`config.mk`:
```
export PLATFORM = sky130hd
export DESIGN_NAME = apb_ram_completer
export DESIGN_NICKNAME = d
export VERILOG_FILES = /design/src/rtl/apb_ram_completer.sv
export SDC_FILE = /design/constraint.sdc
export NUM_CORES = 1
export LEC_CHECK = 0
export CAP_MARGIN = 40
export CORE_UTILIZATION = 32
export CTS_CLUSTER_DIAMETER = 100
export DETAILED_ROUTE_END_ITERATION = 10
export HOLD_SLACK_MARGIN = 0.02
export PLACE_DENSITY = 0.48
export SETUP_SLACK_MARGIN = 0.3
export SLEW_MARGIN = 40
export SYNTH_ARGS = -nofsm -noshare
export SYNTH_HDL_FRONTEND = slang
export SYNTH_SLANG_ARGS = --single-unit
```
`constraint.sdc`:
```
create_clock -name PCLK -period 43.4 [get_ports PCLK]
set_input_delay 4.34 -clock PCLK [delete_from_list [all_inputs] [get_ports PCLK]]
set_output_delay 4.34 -clock PCLK [all_outputs]
set_load 0.01 [all_outputs]
```
`src/rtl/apb_ram_completer.sv`:
```
// APB4 completer backed by a word-addressed register RAM.
// Adds programmable wait states, honours PSTRB on writes and flags faults on PSLVERR.
// Ports: PCLK/PRESET (async, active-high); APB inputs PSEL, PENABLE, PWRITE,
//   PADDR, PWDATA, PSTRB, PPROT; outputs PREADY, PRDATA, PSLVERR.
module apb_ram_completer #(
  parameter int ADDR_WIDTH  = 32,
  parameter int DEPTH       = 16,
  parameter int WAIT_CYCLES = 2
) (
  input  logic                  PCLK,
  input  logic                  PRESET,
  input  logic                  PSEL,
  input  logic                  PENABLE,
  input  logic                  PWRITE,
  input  logic [ADDR_WIDTH-1:0] PADDR,
  input  logic [31:0]           PWDATA,
  input  logic [3:0]            PSTRB,
  input  logic [2:0]            PPROT,
  output logic                  PREADY,
  output logic [31:0]           PRDATA,
  output logic                  PSLVERR
);

  localparam int AW = $clog2(DEPTH);
  localparam logic [ADDR_WIDTH:0] LIMIT = (ADDR_WIDTH+1)'(4 * DEPTH);

  typedef enum logic {
    IDLE,
    ACCESS
  } state_t;

  state_t      state;
  state_t      state_nxt;
  logic [3:0]  cnt;
  logic [AW-1:0] idx;
  logic        wr;
  logic [3:0]  strb;
  logic        err;
  logic [31:0] mem [DEPTH];

  logic        setup;
  logic        done;
  logic        wr_en;
  logic        err_in;
  logic [AW-1:0] idx_in;
  logic        unused_prot;

  assign unused_prot = ^PPROT[2:1];

  assign idx_in = PADDR[AW+1:2];

  // Word 0 is a control word only privileged writers may touch.
  assign err_in = (PADDR[1:0] != 2'b00)
               || ({1'b0, PADDR} >= LIMIT)
               || (!PWRITE && (PSTRB != 4'h0))
               || (PWRITE && !PPROT[0] && (idx_in == '0));

  assign PREADY  = (state == ACCESS) && (cnt == 4'd0);
  assign PSLVERR = PREADY && err;
  assign PRDATA  = (PREADY && !wr && !err) ? mem[idx] : 32'h0;

  assign done  = PREADY && PSEL && PENABLE;
  assign wr_en = done && wr && !err;

  always_comb begin
    state_nxt = state;
    setup     = 1'b0;
    unique case (state)
      IDLE: begin
        if (PSEL && !PENABLE) begin
          setup     = 1'b1;
          state_nxt = ACCESS;
        end
      end
      ACCESS: begin
        if (!PSEL || done) state_nxt = IDLE;
      end
      default: state_nxt = IDLE;
    endcase
  end

  always_ff @(posedge PCLK or posedge PRESET) begin
    if (PRESET) begin
      state <= IDLE;
      cnt   <= 4'd0;
      idx   <= '0;
      wr    <= 1'b0;
      strb  <= 4'h0;
      err   <= 1'b0;
      for (int i = 0; i < DEPTH; i++) mem[i] <= 32'h0;
    end else begin
      state <= state_nxt;
      if (setup) begin
        cnt  <= 4'(WAIT_CYCLES);
        idx  <= idx_in;
        wr   <= PWRITE;
        strb <= PSTRB;
        err  <= err_in;
      end else if (state == ACCESS && cnt != 4'd0) begin
        cnt <= cnt - 4'd1;
      end
      if (wr_en) begin
        for (int b = 0; b < 4; b++)
          if (strb[b]) mem[idx][8*b +: 8] <= PWDATA[8*b +: 8];
      end
    end
  end

endmodule

```
* Word level (Yosys, flattened, before mapping)
Index checks and enable logic that the tools add are counted.
Word-level totals: bits in registers 527, latch bits 0, memory bits (writable) 0, ROM bits 0, input port bits 76, output and inout bits 34, word-level logic and storage cells 87, memories kept 0
Cells by class: add/subtract/negate cells 1, $mul 0, divide/modulo/power cells 0, magnitude comparators 3, eq/ne operators 0, shift operators 0, mux-type cells 29, bitwise operators 2, reduce and logical (&&, ||, !) cells 30
Operator list (number):
- 512-bit 2-to-1 mux | 7
- 512-bit bitwise mux | 4
- 32-bit demux with 4-bit select | 4
- 32-bit binary-select mux with 4-bit select | 1
- 32-bit 2-to-1 mux | 4
- 32-bit by 7-bit >= comparator with 1-bit output, second input constant | 1
- 24-bit 2-to-1 mux | 1
- 16-bit 2-to-1 mux | 1
- 1-bit logical AND | 14
- 4-bit zero test | 2
- 4-bit 2-to-1 mux | 2
- 8-bit 2-to-1 mux | 1
- 4-bit nonzero test | 2
- 1-bit zero test | 6
- 5-bit >= comparator, second input constant | 1
- 5-bit by 1-bit < comparator with 1-bit output, second input constant | 1
- 4-bit NOT with 5-bit output | 1
- 1-bit logical OR | 4
- 2-bit nonzero test | 2
- 4-bit by 1-bit subtractor with 4-bit output, second input constant | 1
- 1-bit 2-to-1 mux | 3
- 1-bit one-hot mux with 2 select lines | 1
- 1-bit NOT | 1

* Logic depth before layout (Yosys ltp)
Gate-level depths: netlist (run 1).
depth in word-level cells 16, mapped depth 8, depth with buffers taken out 6

* Worst setup path before layout (run 1)
Ideal clock, no wire load.
kind reg2out, from register cnt[0], to output port PRDATA[0], data arrival time 1.879 ns, required time 39.060 ns, setup slack 37.181 ns, cell stages (with the launch flop) 9, path buffers 3, path through dfrtp_1 > inv_1 > ha_1 > nand4bb_1 > buf_2 > or3_1 > clkbuf_1 > clkbuf_1 > nor3_1
On the way: cells in the longest elaborated chain, start to end 5
Ends and longest elaborated chain:
- from (decl) | line 34 | logic [3:0] cnt;
- from (signal assigned) | line 94 | cnt <= 4'(WAIT_CYCLES);
- from (signal assigned) | line 100 | cnt <= cnt - 4'd1;
- 4-bit zero test | line 58 | assign PREADY = (state == ACCESS) && (cnt == 4'd0);
- 1-bit logical AND | line 58
- 1-bit logical AND (2 in series) | line 60 | assign PRDATA = (PREADY && !wr && !err) ? mem[idx] : 32'h0;
- 32-bit 2-to-1 mux | line 60
- to (decl) | line 20 | output logic [31:0] PRDATA,
Every way passes these cells.

* Worst setup path after layout (run 1)
from register idx[0], to output port PRDATA[11]
On the way: cells in the longest elaborated chain, start to end 5
Ends and longest elaborated chain:
- from (decl) | line 35 | logic [AW-1:0] idx;
- from (signal assigned) | line 95 | idx <= idx_in;
- 4-bit NOT with 5-bit output (not written as such) | line 60
- 32-bit binary-select mux with 4-bit select | line 60
- 32-bit 2-to-1 mux (not written as such) (2 in series) | line 60
- 32-bit 2-to-1 mux | line 60
Every way passes these cells. The select of a mux whose other input is x is not followed.

==> results of run 1 <==
power by group through the flow:
stage / Sequential (W) / Combinational [W] / Clock, W
final: 0.000516 / 0.000151 / 0.000511
after global routing: 0.000517 / 0.000163 / 0.000547
after CTS: 0.000516 / 0.000153 / 0.000528
after detailed placement: 0.000524 / 0.000153 / 0
after global placement: 0.000530 / 0.000143 / 0
after floorplan: 0.000516 / 0.000106 / 0
registers in the layout (all words and copies together) (netlist names):
name and cells:
cnt 4, err 1, idx 4, mem 512, state 1, strb 4
wr 1
metal layers:
layer,vias up,global-route usage (%),wire length [um]
li1,5981,-,-
met1,7374,23.0,28800
met2,247,27.2,30500
met3,94,3.36,2920
met4,2,5.00,1500
met5,-,0,13
cell type report:
| cell class | instances | area, um2 |
|---|---|---|
| clock buffer | 97 | 1820 |
| tap | 969 | 1210 |
| multi-input combinational | 891 | 10700 |
| antenna | 2 | 5.00 |
| sequential | 527 | 13200 |
| timing repair buffer | 138 | 1440 |
| fill | 6918 | 46200 |
| clock inverter | 11 | 173 |
| inverter | 5 | 26.3 |
placed cells by master, fill, tap and decap left out, drive strengths merged:
master,netlist,final
dfrtp,527,527
mux2,521,521
mux4,127,127
clkdlybuf4s50,0,107
clkbuf,53,97
o22ai,47,47
nor2,42,42
nand2,31,31
buf,42,31
nor3,24,24
nor4,22,22
a22oi,16,16
nand3,9,9
a21oi,8,8
inv,5,6
nor2b,5,5
clkinv,0,5
or4,5,5
o21ai,4,4
bufinv,0,4
and2,4,4
nand3b,3,3
nand2b,3,3
diode,0,2
mux2i,2,2
xor2,2,2
ha,2,2
nand4bb,2,2
nor3b,2,2
a211oi,2,2
and3,1,1
or2,1,1
o211ai,1,1
or3,1,1
or3b,1,1
a21boi,1,1
nand4,1,1
o31ai,1,1
clkinvlp,0,1
cells in the mapped netlist, types with 2 or more instances:
| cell | count |
|---|---|
| nand3_1 | 4 |
| nor4_2 | 5 |
| a211oi_1 | 2 |
| nor2_4 | 18 |
| buf_2 | 35 |
| nor2_8 | 18 |
| o21ai_0 | 4 |
| nor2_1 | 6 |
| nor3_1 | 24 |
| dfrtp_1 | 527 |
| nor4_4 | 8 |
| and2_1 | 3 |
| nor2b_1 | 5 |
| nand3_2 | 5 |
| nor4_1 | 9 |
| a22oi_1 | 16 |
| nand2b_1 | 3 |
| buf_4 | 4 |
| nand2_1 | 30 |
| clkbuf_1 | 53 |
| mux2i_1 | 2 |
| o22ai_1 | 47 |
| mux2_1 | 35 |
| mux4_2 | 127 |
| nor3b_1 | 2 |
| a21oi_1 | 8 |
| xor2_1 | 2 |
| nand4bb_1 | 2 |
| nand3b_1 | 2 |
| ha_1 | 2 |
| inv_1 | 5 |
| mux2_2 | 486 |
| or4_1 | 4 |
worst paths after layout:
check / start / to / slack (ns) / depth (start not counted)
min in group asynchronous: PRESET / mem[38] / 4.12 / 2
max in group asynchronous: PRESET / idx[0] / 37.70 / 4
worst min register to register: mem[389] / mem[389] / 0.48 / 1
worst min-delay path: mem[389] / mem[389] / 0.48 / 1
worst max register to register: idx[1] / mem[171] / 39.84 / 5
worst max-delay path: idx[0] / PRDATA[11] / 35.18 / 6
worst register-to-register path, delay by kind of cell, from the launching register on:
kind / cells / cell delay (ns)
and+or+nand+nor: 3 / 1.46
DFF: 1 / 0.84
buffers and inverters: 1 / 0.63
muxes: 1 / 0.51
stage by stage:
step	setup slack, ns	util [%]	std cells	area (um2)
finish	35.18	38.2	2640	28600
detailed placement	35.62	35.4	2525	26500
global placement	34.93	35.3	2518	26400
CTS	34.91	38.1	2633	28500
global route	34.97	38.2	2638	28600
floorplan	24.33	-	1518	24300
cells by family after synthesis:
group | after synthesis | synth area share [%]
mux | 650 | 35.9
flops | 527 | 54.2
simple gates | 157 | 5.74
buf+inv | 100 | 1.88
compound gates | 80 | 2.10
xor+xnor | 2 | 0.0720
fa+ha+maj | 2 | 0.103
==> metrics.cfg, run 1 <==
[sta]
tns_ns = 0
fin_skew_ns = 0.0221
holdWs_ns = 0.482
setup_viol = 0
finalCriticalPeriod_ns = 8.22
rsz0062_at_grt = false
hold_viol_final = 0
fmax_mhz = 122
worstMarginPinSlew_ns = 0.787
report.final.slew_viol_count = 0
post-route-period-util_pct = 18.9
max-slew-margin-rel_pct = 47.1

[logic_synthesis]
synthFlopType = dfrtp_1
syn_avg_cell_area_um2 = 16.0
synthCells = 1518
netlist.area_leader.share_pct = 54.2
synth.area.top_cells = dfrtp_1, mux2_2, mux4_2
synth.cell_area_mm2 = 0.0243
syn_nets = 1596
ys_warn_count = 0
synth-seq-cells = 527
synth_edf_count = 0
seq_area_frac_synth_pct = 54.2
synth_top_cell_by_area = dfrtp_1
async_reset_ff_share_pct = 100
synth.distinct_cells = 48

[critical_path]
path_common_cell = buf_4
arrival_ns = 3.88
crit_required_ns = 39.06
slowest_stage = buf_4
cp_top_family = buffers and inverters
crit_path_end_kind = output pin
crit_fanout = 35
timing.critical_path.buf_inv = 3
cp_cell_sequence = buf_4 -> buf_4 -> mux4_2 -> o22ai_1 -> nor3_1 -> clkdlybuf4s50_1
start_kind = register
critPathKind = reg2out
cp_slowest_stage_delay_ns = 0.60

[pwr]
vdd_drop_max_mv = 0.0278
finalPower_w = 0.00118
powerDensity_mw_per_mm2 = 41.2
p_sw_share_pct = 26.4
p_leak_nw = 13.5
power_frac_seq_pct = 43.8
p_sw_w = 0.000311
p_int_w = 0.000866
clkPwrFrac_pct = 43.4
pwr-share-comb_pct = 12.8

[cts]
cts_made_buffers = 60
htree_levels = 2
postCtsResizedCells = 0
root_buffer = clkbuf_16
clockBufferDepth = 3
cts_tree = done
worst_skew_pair.late_latency_ns = 0.62
clk_pin_slew_ns = 0.06
postCtsSetupBuffers = 0
cts_hold_buf = 0
cts_sinks = 527

[flow_run]
cap_violations = 0

[floorplan]
start_util_pct = 32.5
ioPinCount = 110
die-area_mm2 = 0.0772
rows = 100
die_h_um = 278
chipWidth_um = 278
core_mm2 = 0.0748

[placement]
dp_hpwl_um = 40000
gp_routability_congestion = 0.725
numPortBuffers = 107

[hold_path]
hp-class = reg2reg

[drt]
first_pass_iters = 5
initialDrtViolationCount = 783
drc = 0
antenna_left = 0
wl_per_cell_um = 24.1
totalWireLength_um = 63700
post_drt_via_cell_ratio = 5.19
vias = 13700

[outcome]
status = completed

[global_routing]
grt_max_degree = 157
antenna_found_initial = 2
gr-total-overflow = 0
grt_pass1_vias = 15000
grt_usage_pct = 16.9
grt_pass1_wl_um = 98200

[cells_and_area]
syn_to_final_growth_pct = 17.5
finalNetCount = 1701
drive_gt1_share_pct = 48.2

(Power assumes the default switching activity.)
==> run 2: changes to the inputs <==
Settings changed: PLACE_DENSITY 0.48 to 0.49.
Clock period 43.4 ns to 6.8 ns, I/O delays scaled along.
==> run 2 against run 1 <==
  * First-iteration DRC count down 3.8%
  * Sequential share of layout area up 0.14 points
  * Wire length up 0.20%
  * Clock power rose to 6.3 times the previous value
  * Final cell count about the same
  * Final area down 0.30%
  * Via count up 0.20%
  * Register-to-register slack worse by 37 ns
  * Utilization down 0.12 points
  * Power rose to 6.3 times the previous value
==> metrics.cfg, run 2 (same netlist as run 1, synthesis figures left out) <==
[sta]
fin_skew_ns = 0.0262
fmax_mhz = 216
hold_viol_final = 0
post-route-period-util_pct = 68.1
report.final.slew_viol_count = 0
rsz0062_at_grt = false
max-slew-margin-rel_pct = 41.7
worstMarginPinSlew_ns = 0.866
holdWs_ns = 0.452
finalCriticalPeriod_ns = 4.63
setup_viol = 0

[drt]
initialDrtViolationCount = 753
totalWireLength_um = 63900
post_drt_via_cell_ratio = 5.20
antenna_left = 0
drc = 0
first_pass_iters = 4
vias = 13700
wl_per_cell_um = 24.2

[cts]
htree_levels = 2
worst_skew_pair.late_latency_ns = 0.62
cts_tree = done
clk_pin_slew_ns = 0.06
root_buffer = clkbuf_16
cts_sinks = 527
postCtsSetupBuffers = 0
cts_made_buffers = 60
clockBufferDepth = 3
postCtsResizedCells = 0
cts_hold_buf = 0

[global_routing]
gr-total-overflow = 0
grt_pass1_wl_um = 98600
met1_usage_pct = 23.6
grtUsageMet2_pct = 27.6
grt_usage_pct = 17.0
grt_pass1_vias = 15000
antenna_found_initial = 1
grt_max_degree = 124
met3_usage_pct = 2.77
busiest_layer = met2

[pwr]
finalPower_w = 0.00744
vdd_drop_max_mv = 0.182
powerDensity_mw_per_mm2 = 261
p_leak_nw = 13.5

[cells_and_area]
largest_reg_flops = 512
final_cell_mix = dfrtp_1, mux2_2, mux4_2
final_common_cell = dfrtp_1
fin_cells = 2639
final_area_mm2 = 0.0285
finalNetCount = 1698
antenna_cells = 0
drive_gt1_share_pct = 48.2
syn_to_final_growth_pct = 17.2
top_register = mem

[critical_path]
crit_fanout = 71
arrival_ns = 3.95
start_kind = register
crit_path_end_kind = output pin
critPathKind = reg2out
crit_required_ns = 6.12

[floorplan]
chipWidth_um = 278
die_h_um = 278
ioPinCount = 110
die-area_mm2 = 0.0772
rows = 100
start_util_pct = 32.5
core_mm2 = 0.0748

[placement]
dp_hpwl_um = 39300
gp_routability_congestion = 0.713
place_area_mm2 = 0.0265
dp_cells = 2526
numPortBuffers = 107

[hold_path]
hp-class = in2async

[flow_run]
cap_violations = 0

[outcome]
status = completed

## run 2: changes by cell type in the layout (fill, tap and decap cells not counted), sizes merged
cell	before	now
buf	31	28
bufinv	4	3
clkbuf	97	94
clkinv	5	14
clkinvlp	1	2
diode	2	0
inv	6	4
## run 2: stage by stage
step	setup slack, ns	TNS, ns	utilization, %
after floorplan	-1.04	-549.21	-
after global placement	2.72	0	35.3
after detailed placement	2.76	0	35.5
after CTS	2.09	0	38.1
after global routing	1.99	0	38.1
final	2.17	0	38.1
## run 2: layout make-up
| type | instances | area [um2] |
|---|---|---|
| fill | 7006 | 46300 |
| inverter | 5 | 22.5 |
| clock inverter | 18 | 168 |
| tap | 969 | 1210 |
| clock buffer | 94 | 1790 |
| timing repair buffer | 135 | 1390 |
| multi-input combinational | 891 | 10700 |
| sequential | 527 | 13200 |
## run 2: path summary, 6_finish.rpt
kind / startpoint / slack, ns / depth (start not counted) / endpoint
hold / removal: PRESET / 0.45 / 2 / mem[323]
max in group asynchronous: PRESET / 4.74 / 4 / mem[148]
setup / recovery: idx[1] / 2.17 / 6 / PRDATA[30]
min in group PCLK: mem[390] / 0.48 / 1 / mem[390]
setup reg to reg: idx[1] / 3.20 / 5 / mem[171]
hold reg to reg: mem[390] / 0.48 / 1 / mem[390]
## run 2: critical path, stage by stage (launching register included)
cell	delay (ns)
dfrtp_4	0.98
buf_12	0.46
mux4_2	0.56
nor2b_1	0.14
a211oi_1	0.39
a211oi_1	0.18
clkdlybuf4s50_1	0.56
## run 2: per-layer routing
layer | wire length (um) | up-vias
li1 | - | 5991
met1 | 29100 | 7438
met2 | 30900 | 208
met3 | 2570 | 86
met4 | 1250 | 2
met5 | 11 | -
## run 2: report_power, final
group	leakage (nW)	switching [W]	internal [W]
Sequential	7.33	0.000116	0.00320
Combinational	5.20	0.000575	0.000350
Clock	0.972	0.00129	0.00191
==> run 3: changes to the inputs <==
Clock period 6.8 ns to 4 ns, I/O delays scaled along.
==> run 3 against run 2 <==
  * First-iteration DRC count fell by 3.7%
  * Clock-buffer cell count is 12 lower
  * Die area is the same
  * Final cell count grew 0.76%
  * Global-route usage barely moved
  * Clock power is 77% higher
  * Combinational power increased by 89%
  * Sequential power is 68% higher
  * Wire length about the same
  * Sequential cell count unchanged
  * Critical endpoint is now PRDATA[5]
==> metrics.cfg, run 3 (same netlist as run 1, synthesis figures left out) <==
[global_routing]
antenna_found_initial = 1
gr-total-overflow = 0
grt_pass1_wl_um = 98900
busiest_layer = met2
met3_usage_pct = 2.48
met1_usage_pct = 23.3
grt_max_degree = 99
grt_pass1_vias = 15200
grt_usage_pct = 16.9
grtUsageMet2_pct = 27.9

[cells_and_area]
syn_to_final_growth_pct = 18.7
antenna_cells = 0
fin_cells = 2659
post-route-util_pct = 38.6
finalNetCount = 1721
drive_gt1_share_pct = 49.5
layout.area.seq_mm2 = 0.0132
multi_input_area_mm2 = 0.0108
final_cell_mix = dfrtp_1, mux2_2, mux4_2
fillerInstances = 6946
top_register = mem
largest_reg_flops = 512
final_common_cell = dfrtp_1

[placement]
gp_routability_congestion = 0.730
dp_hpwl_um = 40800
dp_cells = 2542
numPortBuffers = 107
dpl_worst_slack_ns = 0.688

[critical_path]
crit_fanout = 12
r2r-start = cnt[0]
crit_path_end_kind = output pin
reg2reg_slack_ns = 0.89
arrival_ns = 3.11
timing.rr.end = mem[211]
startpoint = idx[2]
critPathKind = reg2out
reg2reg_depth = 7
start_kind = register
crit_required_ns = 3.60

[cts]
htree_levels = 2
worst_skew_pair.late_latency_ns = 0.62
cts_tree = done
cts_sinks = 527
clockBufferDepth = 3
root_buffer = clkbuf_16
cts_made_buffers = 59
clk_pin_slew_ns = 0.06
cts_hold_buf = 0

[drt]
totalWireLength_um = 63800
drc = 0
initialDrtViolationCount = 725
wl_per_cell_um = 24.0
vias = 13800
post_drt_via_cell_ratio = 5.20
antenna_left = 0
first_pass_iters = 4

[sta]
max-slew-margin-rel_pct = 45.3
report.final.slew_viol_count = 0
setup_viol = 0
fin_skew_ns = 0.0243
rsz0062_at_grt = false
finalCriticalPeriod_ns = 3.51
tns_ns = 0
setup_ws_ns = 0.494
worstMarginPinSlew_ns = 0.814
post-route-period-util_pct = 87.6
hold_viol_final = 0
fmax_mhz = 285

[pwr]
powerDensity_mw_per_mm2 = 450
p_leak_nw = 13.7
vdd_drop_max_mv = 0.365

[hold_path]
hp-class = in2async

[flow_run]
cap_violations = 0

[floorplan]
chipWidth_um = 278
rows = 100
die_h_um = 278
ioPinCount = 110
die-area_mm2 = 0.0772
start_util_pct = 32.5
core_mm2 = 0.0748

[outcome]
status = completed

[run 3: cell count changes in the layout (fill, tap and decap cells not counted), moves of 2 or more]
cell	change
nor3_2	+2
nor3_1	-2
bufinv_16	+4
buf_12	+9
clkbuf_1	-9
buf_4	+17
buf_6	-2
clkbuf_8	-2
[run 3: report_power, final]
part	switching (W)	internal, W
Sequential	0.000135	0.00545
Combinational	0.00107	0.000682
Clock	0.00225	0.00341
[run 3: worst max path at each step]
stage / endpoint / depth (start not counted)
after CTS: PRDATA[31] / 7
after global routing: PRDATA[23] / 4
after floorplan: cnt[0] / 1
final: PRDATA[5] / 5
after detailed placement: PRDATA[30] / 6
after global placement: mem[137] / 5
[run 3: stage by stage]
stage          area, um2  hold slack [ns]  power, W
6_report           28900           0.0980    0.0130
5_1_grt            28900           0.0971    0.0135
4_1_cts            28800            0.281    0.0132
3_5_place_dp       26700            0.475   0.00740
3_3_place_gp       26700            0.462   0.00738
2_1_floorplan      24300            0.453   0.00675
[run 3: repair_timing]
| item | 4_1_cts | 5_1_grt |
|---|---|---|
| setup buffers | 4 | 1 |
| setup endpoints to repair | 32 | 4 |
| pin swaps | 0 | 1 |
| gates resized for setup | 4 | 2 |
[run 3: metal layers]
| layer | vias to the layer above | routed length [um] |
|---|---|---|
| li1 | 6019 | - |
| met1 | 7514 | 28900 |
| met2 | 199 | 31100 |
| met3 | 88 | 2280 |
| met4 | 2 | 1450 |
| met5 | - | 17 |
[run 3: critical path: stages (launching register included)]
cell	delay [ns]
dfrtp_1	0.63
nor2b_1	0.53
buf_4	0.30
a22oi_1	0.11
a21oi_1	0.32
clkdlybuf4s50_1	0.60
[run 3: final cells by class]
cell class | count | share of cell area (%)
repair buffers | 159 | 5.80
inverters | 5 | 0.0780
multi-input cells | 891 | 37.2
clock inverters | 26 | 1.13
flip-flops and latches | 527 | 45.7
well taps | 969 | 4.20
clock buffers | 82 | 5.90
